File: src/rtl/bus_pkg.sv
// Shared types and constants for the bus transfer controller and the bus mux it drives.
package bus_pkg;

    localparam int unsigned BUS_WIDTH     = 8;
    localparam int unsigned BUS_SRC_COUNT = 4;
    localparam int unsigned BUS_DST_COUNT = 4;

    typedef enum logic [1:0] {
        IDLE  = 2'd0,
        DRIVE = 2'd1,
        LOAD  = 2'd2,
        DONE  = 2'd3
    } state_t;

    // Index width for n items, never narrower than one bit.
    function automatic int unsigned idx_w(input int unsigned n);
        return (n > 1) ? $clog2(n) : 1;
    endfunction

endpackage

File: src/rtl/bus_xfer_ctrl_if.sv
// Request handshake plus bus/sink signals between the sequencer and the transfer controller.
interface bus_xfer_ctrl_if
    import bus_pkg::*;
#(
    parameter int unsigned WIDTH     = BUS_WIDTH,
    parameter int unsigned SRC_COUNT = BUS_SRC_COUNT,
    parameter int unsigned DST_COUNT = BUS_DST_COUNT
) ();

    localparam int unsigned SW = idx_w(SRC_COUNT);
    localparam int unsigned DW = idx_w(DST_COUNT);

    logic                       req_valid;
    logic                       req_ready;
    logic [SW-1:0]              req_src;
    logic [DW-1:0]              req_dst;
    logic [SRC_COUNT-1:0]       src_enable;
    logic [WIDTH-1:0]           bus_in;
    logic [DST_COUNT-1:0]       dst_load;
    logic [DST_COUNT*WIDTH-1:0] dst_data;
    logic                       busy;
    logic                       done;
    logic                       err;

    modport slave (
        input  req_valid, req_src, req_dst, bus_in,
        output req_ready, src_enable, dst_load, dst_data, busy, done, err
    );

    modport master (
        output req_valid, req_src, req_dst, bus_in,
        input  req_ready, src_enable, dst_load, dst_data, busy, done, err
    );

endinterface

File: src/rtl/bus_sink_bank.sv
// Bank of destination registers; the registered load strobe also gates the capture of data.
module bus_sink_bank
    import bus_pkg::*;
#(
    parameter int unsigned WIDTH     = BUS_WIDTH,
    parameter int unsigned DST_COUNT = BUS_DST_COUNT
) (
    input  logic                       clk_25mhz,
    input  logic                       reset,
    input  logic [idx_w(DST_COUNT)-1:0] load_idx,
    input  logic                       load_en,
    input  logic [WIDTH-1:0]           data,
    output logic [DST_COUNT-1:0]       dst_load,
    output logic [DST_COUNT*WIDTH-1:0] dst_data
);

    // Strobe is raised for the LOAD cycle; data is taken at that cycle's closing edge.
    always_ff @(posedge clk_25mhz or posedge reset) begin
        if (reset) begin
            dst_load <= '0;
            dst_data <= '0;
        end else begin
            for (int d = 0; d < int'(DST_COUNT); d++) begin
                dst_load[d] <= load_en && (32'(load_idx) == 32'(d));
                if (dst_load[d]) begin
                    dst_data[d*WIDTH +: WIDTH] <= data;
                end
            end
        end
    end

endmodule

File: src/rtl/bus_xfer_ctrl.sv
// Transfer sequencer: drives one-hot bus enables, waits SETTLE cycles, then loads a sink register.
module bus_xfer_ctrl
    import bus_pkg::*;
#(
    parameter int unsigned WIDTH     = BUS_WIDTH,
    parameter int unsigned SRC_COUNT = BUS_SRC_COUNT,
    parameter int unsigned DST_COUNT = BUS_DST_COUNT,
    parameter int          SETTLE    = 1
) (
    input  logic          clk_25mhz,
    input  logic          reset,
    bus_xfer_ctrl_if.slave bus
);

    localparam int unsigned DW = idx_w(DST_COUNT);
    localparam int unsigned CW = (SETTLE < 1) ? 1 : $clog2(SETTLE + 1);

    if (SETTLE < 1) begin : g_settle_chk
        $error("bus_xfer_ctrl: SETTLE must be >= 1");
    end

    state_t               state_q, state_d;
    logic [CW-1:0]        cnt_q, cnt_d;
    logic [DW-1:0]        dst_q, dst_d;
    logic [SRC_COUNT-1:0] src_en_q, src_en_d;
    logic                 err_q, err_d;
    logic                 load_go_c;
    logic                 req_bad_c;
    logic [SRC_COUNT-1:0] src_onehot_c;

    assign req_bad_c    = (32'(bus.req_src) >= SRC_COUNT) || (32'(bus.req_dst) >= DST_COUNT);
    assign src_onehot_c = SRC_COUNT'(1) << bus.req_src;

    always_ff @(posedge clk_25mhz or posedge reset) begin
        if (reset) begin
            state_q  <= IDLE;
            cnt_q    <= '0;
            dst_q    <= '0;
            src_en_q <= '0;
            err_q    <= 1'b0;
        end else begin
            state_q  <= state_d;
            cnt_q    <= cnt_d;
            dst_q    <= dst_d;
            src_en_q <= src_en_d;
            err_q    <= err_d;
        end
    end

    always_comb begin
        state_d   = state_q;
        cnt_d     = cnt_q;
        dst_d     = dst_q;
        src_en_d  = src_en_q;
        err_d     = err_q;
        load_go_c = 1'b0;
        case (state_q)
            IDLE: begin
                src_en_d = '0;
                err_d    = 1'b0;
                if (bus.req_valid) begin
                    dst_d = bus.req_dst;
                    // Out-of-range requests skip the bus entirely and just report.
                    if (req_bad_c) begin
                        err_d   = 1'b1;
                        state_d = DONE;
                    end else begin
                        src_en_d = src_onehot_c;
                        cnt_d    = CW'(SETTLE);
                        state_d  = DRIVE;
                    end
                end
            end
            DRIVE: begin
                cnt_d = cnt_q - CW'(1);
                if (cnt_q == CW'(1)) begin
                    load_go_c = 1'b1;
                    state_d   = LOAD;
                end
            end
            LOAD: begin
                src_en_d = '0;
                state_d  = DONE;
            end
            DONE: begin
                err_d   = 1'b0;
                state_d = IDLE;
            end
            default: begin
                src_en_d = '0;
                state_d  = IDLE;
            end
        endcase
    end

    assign bus.req_ready  = (state_q == IDLE);
    assign bus.busy       = (state_q != IDLE);
    assign bus.done       = (state_q == DONE);
    assign bus.err        = err_q;
    assign bus.src_enable = src_en_q;

    bus_sink_bank #(
        .WIDTH     (WIDTH),
        .DST_COUNT (DST_COUNT)
    ) u_sink (
        .clk_25mhz (clk_25mhz),
        .reset     (reset),
        .load_idx  (dst_q),
        .load_en   (load_go_c),
        .data      (bus.bus_in),
        .dst_load  (bus.dst_load),
        .dst_data  (bus.dst_data)
    );

endmodule

File: src/flat_wrapper.sv
// flat-port wrapper written by rule: the top's interface ports become plain ports
module bus_xfer_ctrl_flat import bus_pkg::*;
#(
    parameter int unsigned WIDTH     = BUS_WIDTH,
    parameter int unsigned SRC_COUNT = BUS_SRC_COUNT,
    parameter int unsigned DST_COUNT = BUS_DST_COUNT,
    parameter int          SETTLE    = 1
)
  (clk_25mhz, reset, bus_req_valid, bus_req_src, bus_req_dst, bus_bus_in, bus_req_ready, bus_src_enable, bus_dst_load, bus_dst_data, bus_busy, bus_done, bus_err);
  bus_xfer_ctrl_if #(.WIDTH(WIDTH), .SRC_COUNT(SRC_COUNT), .DST_COUNT(DST_COUNT)) bus_i ();
  input  logic clk_25mhz;
  input  logic reset;
  input wire logic [$bits(bus_i.req_valid)-1:0] bus_req_valid;
  input wire logic [$bits(bus_i.req_src)-1:0] bus_req_src;
  input wire logic [$bits(bus_i.req_dst)-1:0] bus_req_dst;
  input wire logic [$bits(bus_i.bus_in)-1:0] bus_bus_in;
  output wire logic [$bits(bus_i.req_ready)-1:0] bus_req_ready;
  output wire logic [$bits(bus_i.src_enable)-1:0] bus_src_enable;
  output wire logic [$bits(bus_i.dst_load)-1:0] bus_dst_load;
  output wire logic [$bits(bus_i.dst_data)-1:0] bus_dst_data;
  output wire logic [$bits(bus_i.busy)-1:0] bus_busy;
  output wire logic [$bits(bus_i.done)-1:0] bus_done;
  output wire logic [$bits(bus_i.err)-1:0] bus_err;
  assign bus_i.req_valid = bus_req_valid;
  assign bus_i.req_src = bus_req_src;
  assign bus_i.req_dst = bus_req_dst;
  assign bus_i.bus_in = bus_bus_in;
  assign bus_req_ready = bus_i.req_ready;
  assign bus_src_enable = bus_i.src_enable;
  assign bus_dst_load = bus_i.dst_load;
  assign bus_dst_data = bus_i.dst_data;
  assign bus_busy = bus_i.busy;
  assign bus_done = bus_i.done;
  assign bus_err = bus_i.err;
  bus_xfer_ctrl #(.WIDTH(WIDTH), .SRC_COUNT(SRC_COUNT), .DST_COUNT(DST_COUNT), .SETTLE(SETTLE)) u_core (.clk_25mhz(clk_25mhz), .reset(reset), .bus(bus_i));
endmodule
File: config.mk
export PLATFORM = sky130hd
export DESIGN_NAME = bus_xfer_ctrl_flat
export DESIGN_NICKNAME = d
export VERILOG_FILES = /design/src/rtl/bus_pkg.sv /design/src/rtl/bus_xfer_ctrl_if.sv /design/src/rtl/bus_sink_bank.sv /design/src/rtl/bus_xfer_ctrl.sv /design/src/flat_wrapper.sv
export SDC_FILE = /design/constraint.sdc
export NUM_CORES = 1
export LEC_CHECK = 0
export ABC_CLOCK_PERIOD_IN_PS = 1900
export BUFFER_PORTS_ARGS = -buffer_cell sky130_fd_sc_hd__buf_2
export CORE_MARGIN = 3
export CORE_UTILIZATION = 30
export DETAILED_ROUTE_END_ITERATION = 8
export GPL_TIMING_DRIVEN = 0
export PLACE_DENSITY = 0.59
export REMOVE_ABC_BUFFERS = 1
export SLEW_MARGIN = 10
export SYNTH_ARGS = -nofsm -noshare
export SYNTH_HDL_FRONTEND = slang
export SYNTH_SLANG_ARGS = --single-unit
export TNS_END_PERCENT = 10
File: constraint.sdc
create_clock -name clk_25mhz -period 1.9 [get_ports clk_25mhz]
set_input_delay 0.38 -clock clk_25mhz [delete_from_list [all_inputs] [get_ports clk_25mhz]]
set_output_delay 0.38 -clock clk_25mhz [all_outputs]
set_load 0.1 [all_outputs]
==> results of run 1 <==
## cell usage in the layout (no fill, tap or decap), types with 2 or more instances in the layout
cell / synthesis / final
ha_1: 7 / 6
buf_2: 4 / 54
nor3b_1: 2 / 2
clkbuf_8: 0 / 5
nand2_1: 5 / 5
inv_1: 5 / 4
mux2i_1: 2 / 2
dfrtp_1: 45 / 45
o21ai_0: 2 / 2
mux2_2: 36 / 36
## area by class of cell
| type | instances | area [um^2] |
|---|---|---|
| Sequential cell | 45 | 1130 |
| Clock buffer | 5 | 68.8 |
| Fill cell | 544 | 3410 |
| Timing Repair Buffer | 58 | 324 |
| Tap cell | 72 | 90.1 |
| Multi-Input combinational cell | 66 | 637 |
| Inverter | 5 | 18.8 |
| Clock inverter | 1 | 5.00 |
## sequential cells by signal (all words and copies together) (netlist names)
signal / flops
u_core.bus.src_enable: 4
u_core.cnt_q: 1
u_core.dst_q: 2
u_core.state_q: 2
u_core.u_sink.dst_data: 32
u_core.u_sink.dst_load: 4
## cell families (layout without fill, tap and decap cells)
| group | after synthesis | count (layout) |
|---|---|---|
| AO/OA/AOI/OAI | 6 | 6 |
| multiplexers | 38 | 38 |
| other | 1 | 1 |
| AND/OR/NAND/NOR | 14 | 14 |
| flip-flops | 45 | 45 |
| buffers and inverters | 10 | 69 |
| adder cells (fa/ha/maj) | 7 | 7 |
## cells in the mapped netlist, drive strengths merged
cell type and n:
buf 5, nand4b 1, nand2b 1, nand3b 1, nand2 5, and4 1
nor3 1, o21ai 3, o22ai 1, conb 1, nor3b 2, a21oi 1
inv 5, nor2 1, mux2 36, ha 7, or4b 1, o31ai 1
mux2i 2, dfrtp 45
## layer usage
metal,vias to the layer above,global-route usage,part of all wire
met4,0,0.0263,0.0027
met5,-,0,0
met3,2,0.0415,0.090
li1,536,-,-
met1,541,0.128,0.44
met2,46,0.169,0.47
## what timing repair did
action                                  in CTS  in global routing
resized for setup                            2                  3
endpoints found under the setup margin       2                  2
hold buffers                                 0                  0
## metrics by stage
stage | std cells | worst slack (ns) | TNS (ns) | hold WS [ns]
after floorplan | 116 | -0.249 | -0.541 | 0.453
after detailed placement | 246 | 0.188 | 0 | 0.469
final | 252 | 0.0905 | 0 | 0.149
after CTS | 252 | 0.00575 | 0 | 0.162
after global routing | 252 | 0.00269 | 0 | 0.187
after global placement | 245 | -0.162 | -7.19 | 0.475
## path summary, 6_finish.rpt
path,from,end,cells past startpoint
setup / recovery,u_core.u_sink.dst_load[3],bus_dst_load[3],1
hold / removal,reset,u_core.u_sink.dst_data[8],2
setup reg to reg,u_core.state_q[1],u_core.state_q[1],5
hold reg to reg,u_core.bus.src_enable[1],u_core.bus.src_enable[1],2
max in group asynchronous,reset,u_core.u_sink.dst_data[1],3
min in group clk_25mhz,bus_req_src[1],u_core.bus.src_enable[1],2
==> results.md, run 1 <==
* Worst reg2reg setup slack at 0.36 ns
* Num rows at 27
* Die height at 83.6 um
* Post-Synth Adder-Cell Area at 0.0485
* CP Cell Sequence: buf_2
* Post-synthesis xor/xnor area fraction at 0
* Residual DRC at 0
* Clock buffer count from CTS at 5
* Main combinational cell family by area after synthesis: multiplexers
* Mux cell area share after synthesis at 0.235
* Syn avg cell area at 14.9 um^2
* Grt ovf at 0
* Via density at 4.46
* Achievable frequency at 0.553 GHz
* Startpoint Class: register
* Synth area leader: dfrtp_1
* GP Congestion at 0.659
* Area of placed instances at 0.00218 mm^2
* Number of port buffers at 57
* Critical path arrival at 1.43 ns
* HP Class: primary input to asynchronous set/reset pin
* Final non-filler cell area at 0.00227 mm^2
* Vias at 1125
* ANT nets after route at 0
* TritonRoute pass-1 iters at 4
* Post-Syn Area at 0.00181 mm^2
* Rel. slew slack at 0.615
* WP buf/inv at 1
* Final setup fails at 0
* Top-Level Pins at 59
* CP endpoint kind: output pin
* First-pass GRT wire length at 5710 um
* Largest net degree at the start of global routing at 27
* Compound-Gate Fraction of Synth Area at 0.0187
* Clock transition at path regs at 0.07 ns
* GRT Total Usage at 0.104
* Run status: completed
* Worst Path Required at 1.52 ns
* CTS tree: built
* Clock buffer depth at 2
* Largest cells by area after synthesis: dfrtp_1 62%, mux2_2 22%, ha_1 4.8%, buf_2 1.1%, mux2i_1 1.1%
* Worst skew pair latency at 0.28 ns
* Min cycle time layout at 1.81 ns
* CTS Sinks at 45
* Post-Route WL at 3360 um
* Worst Tran Pin Value at 0.577 ns
* Final period util at 0.952
* H-tree depth at 2
* Post-synthesis simple-gate area fraction at 0.0464
* Area growth, synth to finish at 25.6%
* Initial antenna violation count at 0
* Clock skew at 0.00334 ns
* Critical Path Fanout Max at 9
* Antenna cells at 0
* Post-DP HPWL at 2440 um
* Seq/Total Area, Yosys at 0.623
* Crit path kind: register to output pin
* Synth warn at 0
* DR iter-0 viols at 33
* Die ar. at 0.00699 mm^2
* Crit path max-delay family: flip-flops
* Final hold vios at 0
* Cells after Synth at 121
* Slowest cell on crit path: dfrtp_1
* RSZ-0062 raised after global routing: no
* Max Cap Violations at 0
* Number of global-route vias before repair at 1143
* Wire per inst at 13.3 um
* Synth unique cells at 22
* Final nets at 203
* Slowest stage delay, CP at 0.63 ns
* Post-layout util at 0.400
* Die width at 83.6 um
* Root Buffer: clkbuf_8
* Core area at 0.00568 mm^2
* Final Max Slew Viols at 0
* Initial Util at 0.318
* Synth top area share at 0.623
* Post-CTS Setup Bufs at 0
* Layout cells sized above 1 at 0.567
* Flops & latches, synth at 45
Power of run 1 is left out: the tool's default activity adds up to more than one toggle a clock period on the data nets, which glitch-free logic cannot reach.
==> inputs of run 2 (changes only) <==
ABC_AREA = 1   (was not set)
==> results.md, run 2 <==
* Number of port buffers at 57 (unchanged)
* Wire per inst at 10.9 um (-18%)
* Top-Level Pins at 59 (unchanged)
* Clock buffer depth at 2 (unchanged)
* Clock transition at path regs at 0.08 ns (about the same)
* Clock buffer count from CTS at 5 (unchanged)
* Slowest cell on crit path: dfrtp_1
* DR iter-0 viols at 88 (+170%)
* Final period util at 0.956 (+0.00356)
* Synth top area share at 0.591 (-0.0319)
* Post-synth top cells: 56 x nand2_1, 47 x inv_1, 45 x dfrtp_1
* Slowest stage delay, CP at 0.44 ns (-0.19 ns)
* Setup WS post-layout at 0.0838 ns (-0.00677 ns)
* Startpoint Class: register
* Ys flop type: dfrtp_1
* Clock skew at 0.00383 ns (+0.000491 ns)
* Vias at 1428 (+27%)
* Post-DP HPWL at 2820 um (+16%)
* Synth async-reset ratio at 1.00 (unchanged)
* Syn avg cell area at 8.98 um^2 (-40%)
* Critical Path Fanout Max at 5 (-4)
* RSZ-0062 raised after global routing: no
* ANT nets after route at 0 (unchanged)
* Critical path arrival at 1.44 ns (about the same)
* CP Cell Sequence: inv_1 > ha_1 > inv_1 > buf_4
* CTS tree: built
* Largest net degree at the start of global routing at 26 (-3.7%)
* Synth area leader: dfrtp_1
* Seq/Total Area, Yosys at 0.591 (-0.0319)
* Most frequent cells in the layout: 56 x nand2_1, 51 x buf_2, 46 x inv_1, 42 x dfrtp_1, 31 x o21ai_0
* Antenna cells at 0 (unchanged)
* Area of placed instances at 0.00225 mm^2 (+3.2%)
* Core area at 0.00603 mm^2 (+6.2%)
* Area growth, synth to finish at 25.3%
* Post-Syn Area at 0.00190 mm^2 (+5.4%)
* Rel. slew slack at 0.657 (+0.0416)
* Max reg flops at 32 (unchanged)
* Worst Tran Pin Value at 0.515 ns (-0.0616 ns)
* Final Max Slew Viols at 0 (unchanged)
* Crit path kind: register to output pin
* Dpl cells at 340 (+38%)
* Synth unique cells at 13 (-41%)
* Layout cells sized above 1 at 0.253 (-0.314)
* Residual DRC at 0 (unchanged)
* Root Buffer: clkbuf_8
* Largest cells by area after synthesis: dfrtp_1 59%, nand2_1 11%, inv_1 9.3%, o21ai_0 8.1%, ha_1 4.6%
* Final nets at 294 (+45%)
* First-pass GRT wire length at 6420 um (+12%)
* Worst skew pair latency at 0.29 ns (about the same)
* Run status: completed
* Initial antenna violation count at 0 (unchanged)
* Num rows at 28 (+3.7%)
* Min cycle time layout at 1.82 ns (+0.00677 ns)
* Post-layout util at 0.396 (-0.00394)
* Via density at 4.10 (-8.1%)
* Initial Util at 0.316 (-0.00231)
* Worst Path Required at 1.52 ns (about the same)
* Commonest non-fill, non-tap cell in the layout: nand2_1
* Cells after Synth at 212 (+75%)
* Number of global-route vias before repair at 1386 (+21%)
* Biggest register: u_core.u_sink.dst_data
* Final non-filler cell area at 0.00239 mm^2 (+5.1%)
* Max Cap Violations at 0 (unchanged)
* GRT Total Usage at 0.112 (+0.00799)
* Die height at 85.7 um (+2.5%)
* TritonRoute pass-1 iters at 4 (unchanged)
* Final setup fails at 0 (unchanged)
* H-tree depth at 2 (unchanged)
* Final Non-Filler Cells at 348 (+38%)
* Flops & latches, synth at 45 (unchanged)
* CTS Sinks at 45 (unchanged)
* HP Class: primary input to asynchronous set/reset pin
* Final hold vios at 0 (unchanged)
* Die width at 85.7 um (+2.5%)
* Number of flops mapped to enable cells by yosys at 0 (unchanged)
* Most used cell, CP: inv_1
* Die ar. at 0.00734 mm^2 (+5.0%)
* Most instantiated library cell after synthesis: nand2_1
* Post-Route WL at 3810 um (+13%)
* Grt ovf at 0 (unchanged)
* Achievable frequency at 0.551 GHz (-0.37%)
* CP endpoint kind: output pin
* GP Congestion at 0.731 (+11%)
* Pre-CTS setup slack at 0.268 ns (+0.0798 ns)
* Synth warn at 0 (unchanged)
## run 2: cell count changes after synthesis, sizes merged, moves of 3 or more
| cell | change |
|---|---|
| nand2 | +51 |
| inv | +42 |
| mux2 | -36 |
| o21ai | +29 |
| nand3 | +7 |
| nor2 | +5 |
| nor3 | +3 |
## run 2: cells by family (layout without fill, tap and decap cells)
family,Yosys count,after routing,share of synthesized area
adders and majority gates,7,7,0.0460
and+or+nand+nor,73,73,0.151
AOI/OAI and AO/OA,34,34,0.0894
other,1,1,0.00197
DFF,45,45,0.591
buffers and inverters,52,113,0.120
## run 2: worst max-delay path: cells and delay by family (launching register included)
family,cells,cell delay (ns)
buf+inv,3,0.46
flops,1,0.44
fa+ha+maj,1,0.24
## run 2: cell type report
cell class	count	area, um^2
Clock buffer	7	86.3
Clock inverter	1	30.0
Sequential cell	45	1130
Tap cell	75	93.8
Inverter	47	176
Timing Repair Buffer	58	320
Fill cell	636	3640
Multi-Input combinational cell	115	549
## run 2: what timing repair did
action                                 in CTS  in global routing
gates cloned                                0                  0
endpoints found under the hold margin       0                  0
setup buffers                               0                  0
resized for setup                           4                  5
hold buffers                                0                  0
setup endpoints to repair                   4                  3
## run 2: per-stage QoR
step           TNS, ns  hold WS (ns)
2_1_floorplan   -0.215         0.432
3_3_place_gp     -7.90         0.446
3_5_place_dp         0         0.426
4_1_cts              0        0.0977
5_1_grt              0         0.104
6_report             0        0.0861
## run 2: worst paths after layout
check                                       start                         end  slack [ns]  depth (start not counted)
worst max-delay path            u_core.state_q[0]                    bus_busy        0.08                          4
worst min-delay path                        reset  u_core.u_sink.dst_data[17]        0.09                          2
worst max register to register  u_core.state_q[0]    u_core.bus.src_enable[3]        0.57                          7
worst min register to register    u_core.dst_q[0]   u_core.u_sink.dst_load[0]        0.46                          1
max in group asynchronous                   reset  u_core.u_sink.dst_data[13]        1.34                          3
min in group clk_25mhz             bus_req_dst[0]             u_core.dst_q[0]        0.33                          3
## run 2: layer usage
layer | up-vias | wire length (um) | global-route usage
met4 | 0 | 0 | 0.0259
met1 | 632 | 1790 | 0.145
met5 | - | 0 | 0
li1 | 748 | - | -
met3 | 0 | 303 | 0.0461
met2 | 48 | 1720 | 0.174
Power of run 2 is left out for the same reason.
==> inputs of run 3 (changes only) <==
CTS_BUF_LIST = sky130_fd_sc_hd__clkbuf_4   (was not set)
==> results.md, run 3 (same netlist as run 2, synthesis figures left out) <==
* Worst reg2reg setup slack at 0.56 ns (about the same)
* Critical Path Fanout Max at 5 (unchanged)
* TritonRoute pass-1 iters at 4 (unchanged)
* Core area at 0.00603 mm^2 (unchanged)
* Critical path arrival at 1.41 ns (-0.03 ns)
* Max reg flops at 32 (unchanged)
* CTS Sinks at 45 (unchanged)
* Most frequent cells in the layout: 56 x nand2_1, 51 x buf_2, 46 x inv_1, 40 x dfrtp_1, 31 x o21ai_0
* First-pass GRT wire length at 6440 um (+0.22%)
* Crit Reg-Reg Endpoint: u_core.bus.src_enable[3]
* Clock transition at path regs at 0.13 ns (+0.05 ns)
* Final hold vios at 0 (unchanged)
* Worst Reg2Reg Path Length in Cells at 7 (unchanged)
* Initial Util at 0.316 (unchanged)
* Min cycle time layout at 1.79 ns (-0.0309 ns)
* Antenna cells at 0 (unchanged)
* FF-to-FF Start: u_core.state_q[0]
* Commonest non-fill, non-tap cell in the layout: nand2_1
* Dpl cells at 340 (unchanged)
* Top-Level Pins at 59 (unchanged)
* Grt ovf at 0 (unchanged)
* Final nets at 294 (unchanged)
* GRT Total Usage at 0.111 (-0.000450)
* Max Cap Violations at 0 (unchanged)
* Setup WS post-layout at 0.115 ns (+0.0309 ns)
* Achievable frequency at 0.560 GHz (+1.7%)
* Final Max Slew Viols at 0 (unchanged)
* Post-CTS Hold Fix Bufs at 0 (unchanged)
* Run status: completed
* Die ar. at 0.00734 mm^2 (unchanged)
* CTS tree: built
* Clock buffer depth at 2 (unchanged)
* Crit path kind: register to output pin
* Wire per inst at 11.0 um (+0.21%)
* Root Buffer: clkbuf_4
* Initial antenna violation count at 0 (unchanged)
* Biggest register: u_core.u_sink.dst_data
* Area growth, synth to finish at 23.9%
* Layout cells sized above 1 at 0.260 (+0.00733)
* DR iter-0 viols at 86 (-2.3%)
* Startpoint Class: register
* Die width at 85.7 um (unchanged)
* Clock buffer count from CTS at 5 (unchanged)
* Layout fillers at 641 (+0.79%)
* Post-DP HPWL at 2820 um (unchanged)
* Num rows at 28 (unchanged)
* Final hold slack at 0.0245 ns (-0.0617 ns)
* ANT nets after route at 0 (unchanged)
* Number of port buffers at 57 (unchanged)
* Worst Path Required at 1.52 ns (about the same)
* Setup tns final at 0 ns (unchanged)
* Clock skew at 0.00923 ns (+0.00541 ns)
* Final setup fails at 0 (unchanged)
* Largest net degree at the start of global routing at 26 (unchanged)
* CP endpoint kind: output pin
* Post-Route WL at 3820 um (+0.21%)
* Vias at 1434 (+0.42%)
* GP Congestion at 0.731 (unchanged)
* Via density at 4.12 (+0.42%)
* Worst skew pair latency at 0.34 ns (+0.05 ns)
* Residual DRC at 0 (unchanged)
* Final Non-Filler Cells at 348 (unchanged)
* HP Class: primary input to asynchronous set/reset pin
* RSZ-0062 raised after global routing: yes
* Die height at 85.7 um (unchanged)
* Number of global-route vias before repair at 1388 (+0.14%)
* Final period util at 0.940 (-0.0163)
* Pre-CTS setup slack at 0.268 ns (unchanged)
* H-tree depth at 2 (unchanged)
-- run 3: metal layers --
layer  track usage  wire length (um)
met1         0.146              1830
met2         0.174              1660
met3        0.0375               305
met4        0.0345                24
met5             0                 0
-- run 3: worst max path at each step --
stage,start,end,cells after the start
6_report,u_core.state_q[1],bus_busy,4
5_1_grt,u_core.state_q[1],bus_req_ready,3
4_1_cts,u_core.u_sink.dst_load[2],bus_dst_load[2],1
3_5_place_dp,u_core.state_q[0],bus_busy,4
3_3_place_gp,reset,u_core.u_sink.dst_data[6],2
2_1_floorplan,u_core.state_q[0],u_core.bus.src_enable[0],7
-- run 3: area by class of cell --
cell class,instances,area [um^2],share of cell area
Timing Repair Buffer,58,328,0.139
Clock buffer,6,45.0,0.0191
Multi-Input combinational cell,115,549,0.233
Sequential cell,45,1130,0.480
Tap cell,75,93.8,0.0398
Clock inverter,2,33.8,0.0143
Inverter,47,176,0.0748
-- run 3: critical path, cell delays in order, from the launching register on --
cell	delay [ns]
dfrtp_1	0.44
inv_1	0.12
ha_1	0.22
inv_1	0.07
buf_6	0.22
-- run 3: repair_timing --
item                                   4_1_cts  5_1_grt
cloned                                       0        0
endpoints found under the hold margin        0        0
gates resized for setup                      7        6
setup endpoints to repair                    6        6
setup buffers                                0        0
-- run 3: stage by stage --
stage               instance area (um^2)   util
floorplan                           1850      -
global placement                    2230  0.370
detailed placement                  2250  0.374
CTS                                 2350  0.390
global route                        2360  0.391
finish                              2360  0.391
Power of run 3 is left out for the same reason.
